$ cat config.mk
export PLATFORM = sky130hd
export DESIGN_NAME = exec_flags_stage
export DESIGN_NICKNAME = d
export VERILOG_FILES = /design/src/rtl/exec_flags_stage.sv
export SDC_FILE = /design/constraint.sdc
export NUM_CORES = 1
export LEC_CHECK = 0
export CAP_MARGIN = 10
export CORE_MARGIN = 2
export CORE_UTILIZATION = 48
export CTS_CLUSTER_DIAMETER = 40
export DETAILED_ROUTE_END_ITERATION = 10
export GPL_TIMING_DRIVEN = 1
export PLACE_DENSITY = 0.83
export SYNTH_ARGS = -nofsm -noshare
export SYNTH_HDL_FRONTEND = slang
export SYNTH_SLANG_ARGS = --single-unit
$ cat constraint.sdc
create_clock -name clk -period 4.3 [get_ports clk]
set_clock_uncertainty 0.15 [all_clocks]
set_input_delay 1.075 -clock clk [delete_from_list [all_inputs] [get_ports clk]]
set_output_delay 1.075 -clock clk [all_outputs]
set_load 0.005 [all_outputs]
$ cat src/rtl/exec_flags_stage.sv
// Execute-stage flag unit.
// Holds the NZCV flag register and resolves branch direction for each ALU transaction.
// Results are buffered in a 2-entry FIFO of {result, taken}.
// Optional feature: define EXEC_FLAGS_STALL_CNT_EN to build a saturating stall-cycle counter.
// Without the macro, stall_cnt is tied to zero.
module exec_flags_stage (
  input  logic        clk,
  input  logic        reset,
  input  logic        in_valid,
  output logic        in_ready,
  input  logic [63:0] result,
  input  logic        negative,
  input  logic        zero,
  input  logic        overflow,
  input  logic        carry_out,
  input  logic        set_flags,
  input  logic [1:0]  br_type,
  input  logic [3:0]  cond,
  input  logic        flush,
  output logic        out_valid,
  input  logic        out_ready,
  output logic [63:0] out_result,
  output logic        out_taken,
  output logic [3:0]  flags_q,
  output logic [31:0] stall_cnt
);

  logic [63:0] res_q [2];
  logic [1:0]  taken_q;
  logic        rd_ptr_q;
  logic        wr_ptr_q;
  logic [1:0]  count_q;

  logic accept;
  logic pop;
  logic cond_met;
  logic taken;
  logic fn, fz, fc, fv;

  // Handshake is derived only from registered occupancy.
  assign in_ready   = (count_q != 2'd2);
  assign out_valid  = (count_q != 2'd0);
  assign out_result = res_q[rd_ptr_q];
  assign out_taken  = taken_q[rd_ptr_q];

  assign accept = in_valid && in_ready && !flush;
  assign pop    = out_valid && out_ready && !flush;

  assign {fn, fz, fc, fv} = flags_q;

  // Condition evaluation uses the flags held before this transaction's own update.
  always_comb begin
    cond_met = 1'b0;
    unique case (cond)
      4'b0000: cond_met = fz;
      4'b0001: cond_met = !fz;
      4'b0010: cond_met = fc;
      4'b0011: cond_met = !fc;
      4'b0100: cond_met = fn;
      4'b0101: cond_met = !fn;
      4'b0110: cond_met = fv;
      4'b0111: cond_met = !fv;
      4'b1000: cond_met = fc && !fz;
      4'b1001: cond_met = !fc || fz;
      4'b1010: cond_met = (fn == fv);
      4'b1011: cond_met = (fn != fv);
      4'b1100: cond_met = !fz && (fn == fv);
      4'b1101: cond_met = fz || (fn != fv);
      default: cond_met = 1'b1;
    endcase
  end

  // Branch direction per branch type; CBZ tests this transaction's own zero flag.
  always_comb begin
    taken = 1'b0;
    unique case (br_type)
      2'b00: taken = 1'b0;
      2'b01: taken = 1'b1;
      2'b10: taken = cond_met;
      2'b11: taken = zero;
      default: taken = 1'b0;
    endcase
  end

  // FIFO storage, pointers and occupancy; flush empties, reset clears everything.
  always_ff @(posedge clk) begin
    if (reset) begin
      res_q[0] <= '0;
      res_q[1] <= '0;
      taken_q  <= '0;
      rd_ptr_q <= 1'b0;
      wr_ptr_q <= 1'b0;
      count_q  <= 2'd0;
    end else if (flush) begin
      rd_ptr_q <= 1'b0;
      wr_ptr_q <= 1'b0;
      count_q  <= 2'd0;
    end else begin
      if (accept) begin
        res_q[wr_ptr_q]   <= result;
        taken_q[wr_ptr_q] <= taken;
        wr_ptr_q          <= !wr_ptr_q;
      end
      if (pop) begin
        rd_ptr_q <= !rd_ptr_q;
      end
      unique case ({accept, pop})
        2'b10:   count_q <= count_q + 2'd1;
        2'b01:   count_q <= count_q - 2'd1;
        default: count_q <= count_q;
      endcase
    end
  end

  // Flag register: loads {N,Z,C,V} only on an accepted transaction with set_flags.
  always_ff @(posedge clk) begin
    if (reset) begin
      flags_q <= 4'b0000;
    end else if (accept && set_flags) begin
      flags_q <= {negative, zero, carry_out, overflow};
    end
  end

`ifdef EXEC_FLAGS_STALL_CNT_EN
  logic [31:0] stall_q;

  // Counts cycles where upstream is held off; saturates instead of wrapping.
  always_ff @(posedge clk) begin
    if (reset) begin
      stall_q <= '0;
    end else if (in_valid && !in_ready && (stall_q != 32'hFFFF_FFFF)) begin
      stall_q <= stall_q + 32'd1;
    end
  end

  assign stall_cnt = stall_q;
`else
  assign stall_cnt = 32'd0;
`endif

endmodule

==> reports/results.txt, run 1 <==
status - complete, no violations
DRC Markers - 0
IO Count - 183
sequential share of power - 0.475
CTS max path bufs - 2
DR pass1 iterations - 4
fin crit share - 0.846
total CTS buffers - 17
Syn. warnings - 0
Slew Limit Fails - 0
cells after synthesis - 450
Die Y - 120 µm
worst path cell trace - buf_4, mux2_2, clkdlybuf4s50_1
syn avg cell area - 14.3 µm²
Crit path max-delay family - buffers and inverters
Max Cap Violations - 0
nets@finish - 685
Tmin final - 3.64 ns
Rows - 42
# hold bufs at CTS - 0
DP Area - 7970 µm²
Logic pwr share - 0.097
Crit Reg-Reg Endpoint - res_q[0][25]
pin count of the biggest net entering global routing - 67
RSZ-0062 raised after global routing - false
Area Overhead vs Synth - 32.5%
grt ovf - 0
NetSw - 742 µW
clock root buffer - clkbuf_16
CP Launch Type - flop
clock slew at reported path FFs - 0.06 ns
Synth cell types - 32
WP data arrival - 2.41 ns
CTS tree - built
initial DRC count - 270
Synth top area share - 0.596
Min-Delay Path Class - flop to flop
R2R Path Start - count_q[0]
wire length per cell - 16.1 µm
Post-synth top cells - and2_1, edfxtp_1, mux2_2
slowest library cell on the worst path - dfxtp_2
Pint - 2560 µW
CP Buf/Inv Count - 2
core area - 13200 µm²
Initial Util - 0.489
die extent in x - 120 µm
top cells by area, synth - edfxtp_1, and2_1, mux2_2
Worst Setup Path Type - flop to output port
share of cells above drive strength 1 - 0.186
Post-DP HPWL - 8520 µm
first-pass GRT wire length - 19800 µm
fin area - 8540 µm²
PostCTS Resize Cnt - 0
Seq. cell area - 4070 µm²
vias in the first global route - 4013
I/O Buffers - 150
Slew headroom - 0.600
Crit. End Element - output port
via count - 3914
Post-Route WL - 12800 µm
WP depth - 3
drt via density - 4.94
Fin. Hold Viols - 0
Worst Setup EP - out_result[6]
ANT cells - 0
TNS Setup - 0 ns
CTS HTree Levels - 4
hold slack - 0.340 ns
Worst-Margin Slew - 0.600 ns
clock latency on the worst-skew pair - 0.41 ns
Die ar. - 14400 µm²
delay of the slowest critical-path stage - 0.69 ns
PwrDens - 386 nW/µm²
CTS Sinks - 139
initial antenna violation count - 0
VDD IR-drop max - 0.207 mV
Setup Buffers After CTS - 0
power share of the clock group - 0.428
Peak Freq - 275 MHz
count of state elements after synthesis - 139
Final setup viols - 0
Reg2Reg Depth - 5
Routed Antenna Nets - 0
mapped cell area - 6450 µm²
ys flop type - edfxtp_1
Seq/Total Area, Yosys - 0.630
area leader, netlist - edfxtp_1
leak pwr - 0.00324 µW
Worst EP required - 3.07 ns
All-Layer GR Usage - 0.181
Filler Cell Count - 951
crit path max fanout - 25
register-to-register setup slack - 1.99 ns
number of synthesized flops with an enable pin - 128
Post-synth ARST share - 0
gpl congestion - 0.743
multi-input logic area - 2070 µm²
Sw Ratio - 0.225
[how the worst min path moves through the flow]
stage,slack (ns),cells after the start,to,from
global route,0.39,2,flags_q[1],flags_q[1]
detailed placement,0.32,2,taken_q[1],taken_q[1]
floorplan,0.29,2,taken_q[1],taken_q[1]
CTS,0.34,2,taken_q[1],taken_q[1]
global placement,0.30,2,taken_q[1],taken_q[1]
finish,0.34,2,taken_q[1],taken_q[1]
[area by class of cell]
class | instances | share of cell area
Timing Repair Buffer | 159 | 0.187
Inverter | 4 | 0.00205
Multi-Input combinational cell | 283 | 0.242
Clock buffer | 17 | 0.0498
Tap cell | 176 | 0.0258
Sequential cell | 139 | 0.476
Clock inverter | 15 | 0.0179
[power groups by stage]
stage | Sequential, µW | Combinational, µW | Clock, µW
after floorplan | 1590 | 146 | 0
after global placement | 1590 | 317 | 0
after detailed placement | 1590 | 322 | 0
after CTS | 1570 | 325 | 1430
after global routing | 1570 | 345 | 1490
final | 1560 | 321 | 1410
[kinds of logic (layout without fill, tap and decap cells)]
| group | Yosys count | after routing | share of synthesized area |
|---|---|---|---|
| AND/OR/NAND/NOR | 160 | 160 | 0.153 |
| flip-flops | 139 | 139 | 0.630 |
| multiplexers | 67 | 67 | 0.117 |
| buffers and inverters | 59 | 195 | 0.0668 |
| AO/OA/AOI/OAI | 13 | 13 | 0.0171 |
| XOR/XNOR | 10 | 10 | 0.0136 |
| adder cells (fa/ha/maj) | 1 | 1 | 0.00194 |
| other | 1 | 32 | 0.000582 |
[tightest hold or removal path, stage by stage (launching register included)]
cell     delay [ns]
dfxtp_1        0.34
a32oi_1        0.06
o21ai_1        0.06
[layout by cell type, fill, tap and decap left out, drive strengths merged, types with 2 or more instances in the layout]
cell	instances
clkdlybuf4s50	150
and2	128
edfxtp	128
mux2	65
conb	32
clkbuf	17
inv	13
dfxtp	11
nand2	9
buf	9
nor3	8
a21oi	6
xor2	5
xnor2	5
nand3	4
clkinvlp	4
nor2b	3
nor2	2
nand2b	2
mux2i	2
a32oi	2
o21ai	2
[metal layers]
layer	vias up	global-route usage	share of wire
met5	-	0	0
met1	1896	0.212	0.40
met4	0	0.0463	0.0098
met3	15	0.0566	0.070
met2	173	0.322	0.52
li1	1830	-	-
[state kept, by name (all words and copies together) (netlist names), named ones only]
register,flops
taken_q,2
count_q,2
rd_ptr_q,1
res_q,128
flags_q,4
wr_ptr_q,1
[stage by stage]
step                utilization  std cells  setup WS (ns)  total power, µW
finish                    0.648        793          0.663             3300
global route              0.648        793          0.555             3400
CTS                       0.648        793          0.606             3320
detailed placement        0.604        761          0.832             1920
global placement          0.604        761          0.867             1910
floorplan                     -        481          0.963             1730
No activity file was read; power rests on OpenSTA's default activity.
==> run 2, diff against run 1 <==
--- a/config.mk
+++ b/config.mk
@@ -7,11 +7,11 @@
 export LEC_CHECK = 0
 export CAP_MARGIN = 10
 export CORE_MARGIN = 2
-export CORE_UTILIZATION = 48
+export CORE_UTILIZATION = 43
 export CTS_CLUSTER_DIAMETER = 40
 export DETAILED_ROUTE_END_ITERATION = 10
 export GPL_TIMING_DRIVEN = 1
-export PLACE_DENSITY = 0.83
+export PLACE_DENSITY = 0.79
 export SYNTH_ARGS = -nofsm -noshare
 export SYNTH_HDL_FRONTEND = slang
 export SYNTH_SLANG_ARGS = --single-unit
==> constraint.sdc (replaced) <==
create_clock -name clk -period 2.9 [get_ports clk]
set_clock_uncertainty 0.15 [all_clocks]
set_input_delay 0.725 -clock clk [delete_from_list [all_inputs] [get_ports clk]]
set_output_delay 0.725 -clock clk [all_outputs]
set_load 0.005 [all_outputs]
==> run 2 against run 1 <==
Total power is 46% higher; sequential share of layout area is 0.20 points lower; design area is 0.48% higher; critical path type unchanged.
==> reports/results.txt, run 2 (synthesis gave the netlist of run 1 again) <==
status - complete, no violations
initial DRC count - 211 (-22%)
Post-DP HPWL - 8170 µm (-4.1%)
CTS max path bufs - 2 (unchanged)
I/O Buffers - 150 (unchanged)
Setup Slack @ Placement - 0.249 ns (-0.583 ns)
leak pwr - 0.00324 µW (about the same)
clock root buffer - clkbuf_16
pin count of the biggest net entering global routing - 65 (-3.0%)
Layout Cells excl Fill - 802 (+1.1%)
total CTS buffers - 17 (unchanged)
clock latency on the worst-skew pair - 0.40 ns (about the same)
Fin. Hold Viols - 0 (unchanged)
Final setup viols - 0 (unchanged)
share of cells above drive strength 1 - 0.182 (-0.00486)
R2R Path Start - count_q[0]
Worst Hold Launch - taken_q[0]
Worst EP required - 2.03 ns (-1.04 ns)
Area Overhead vs Synth - 33.2%
Tmin final - 2.83 ns
first-pass GRT wire length - 19200 µm (-2.8%)
dpl cells - 770 (+1.2%)
most common cell after layout, fill and taps aside - clkdlybuf4s50_1
VDD IR-drop max - 0.315 mV (+52%)
Die Y - 126 µm (+5.5%)
WP data arrival - 1.96 ns (-0.45 ns)
Routed Antenna Nets - 0 (unchanged)
Top reg by flops - res_q
hold slack - 0.329 ns (-0.0106 ns)
Worst Setup Path Type - flop to output port
DR pass1 iterations - 4 (unchanged)
Min-Delay Path Class - flop to flop
die extent in x - 126 µm (+5.5%)
IO Count - 183 (unchanged)
grt ovf - 0 (unchanged)
CP Launch Type - flop
CTS HTree Levels - 4 (unchanged)
Initial Util - 0.442 (-0.0469)
nets@finish - 686 (+0.15%)
clock slew at reported path FFs - 0.06 ns (about the same)
crit path max fanout - 64 (+160%)
Slew Limit Fails - 0 (unchanged)
DRC Markers - 0 (unchanged)
Post-Route WL - 12600 µm (-1.6%)
CTS tree - built
Peak Freq - 353 MHz
Max Cap Violations - 0 (unchanged)
wire length per cell - 15.7 µm (-2.7%)
initial antenna violation count - 1 (+1)
PwrDens - 562 nW/µm² (+46%)
core area - 14600 µm² (+11%)
Crit. End Element - output port
via count - 3879 (-0.89%)
most frequent cells in the layout - clkdlybuf4s50_1, and2_1, edfxtp_1, mux2_2, conb_1
CTS Sinks - 139 (unchanged)
Rows - 44 (+4.8%)
vias in the first global route - 3985 (-0.70%)
drt via density - 4.84 (-2.0%)
Filler Cell Count - 1150 (+21%)
RSZ-0062 raised after global routing - false
All-Layer GR Usage - 0.156 (-0.0250)
setup ws final - 0.0656 ns (-0.597 ns)
Largest register FFs - 128 (unchanged)
Die ar. - 16000 µm² (+11%)
gpl congestion - 0.785 (+5.6%)
fin crit share - 0.977
Top Registers - res_q x128, flags_q x4
# hold bufs at CTS - 0 (unchanged)
TNS Setup - 0 ns (unchanged)
run 2: changes by cell type in the layout (fill, tap and decap cells not counted), moves of 2 or more:
cell,previous run,this run
clkinv_1,0,2
clkinv_2,0,4
inv_2,2,0
inv_6,7,1
inv_8,2,0
run 2: through the flow:
step	util	area (µm²)	power, µW
after floorplan	-	6570	2570
after global placement	0.550	8020	2830
after detailed placement	0.550	8020	2840
after CTS	0.588	8570	4860
after global routing	0.588	8580	4980
final	0.588	8580	4820
run 2: path summary, 6_finish.rpt:
check | to | slack, ns | depth (start not counted)
max | out_result[5] | 0.07 | 3
min | taken_q[0] | 0.33 | 2
max reg2reg | res_q[0][37] | 0.94 | 7
min reg2reg | taken_q[0] | 0.33 | 2
run 2: critical path, cell delays in order, from the launching register on:
cell and delay, ns:
dfxtp_4 0.36, buf_16 0.30, mux2_2 0.38, clkdlybuf4s50_1 0.49
run 2: layout make-up:
cell class              instances  area, µm²  area share
clock buffers                  18        429      0.0500
inverters                       4       25.0     0.00292
multi-input cells             283       2070       0.241
flip-flops and latches        139       4070       0.474
clock inverters                13        128      0.0149
well taps                     184        230      0.0268
repair buffers                160       1630       0.190
diodes                          1       2.50    0.000292
run 2: per-layer routing:
layer  up-vias  GRT usage  wire [µm]
met5         -          0          0
met4         0     0.0685        293
met3        23     0.0515        952
met2       150      0.279       6500
met1      1874      0.167       4810
li1       1832          -          -
run 2: timing repair:
item	CTS	global route
endpoints found under the setup margin	0	1
hold endpoints to repair	0	0
resized for setup	0	1
setup buffers	0	0
run 2: where the power goes:
group	internal, µW	total (µW)	switching, µW
clock	1250	2030	775
sequential	2290	2320	25.8
combinational	290	479	189
total	3830	4820	989
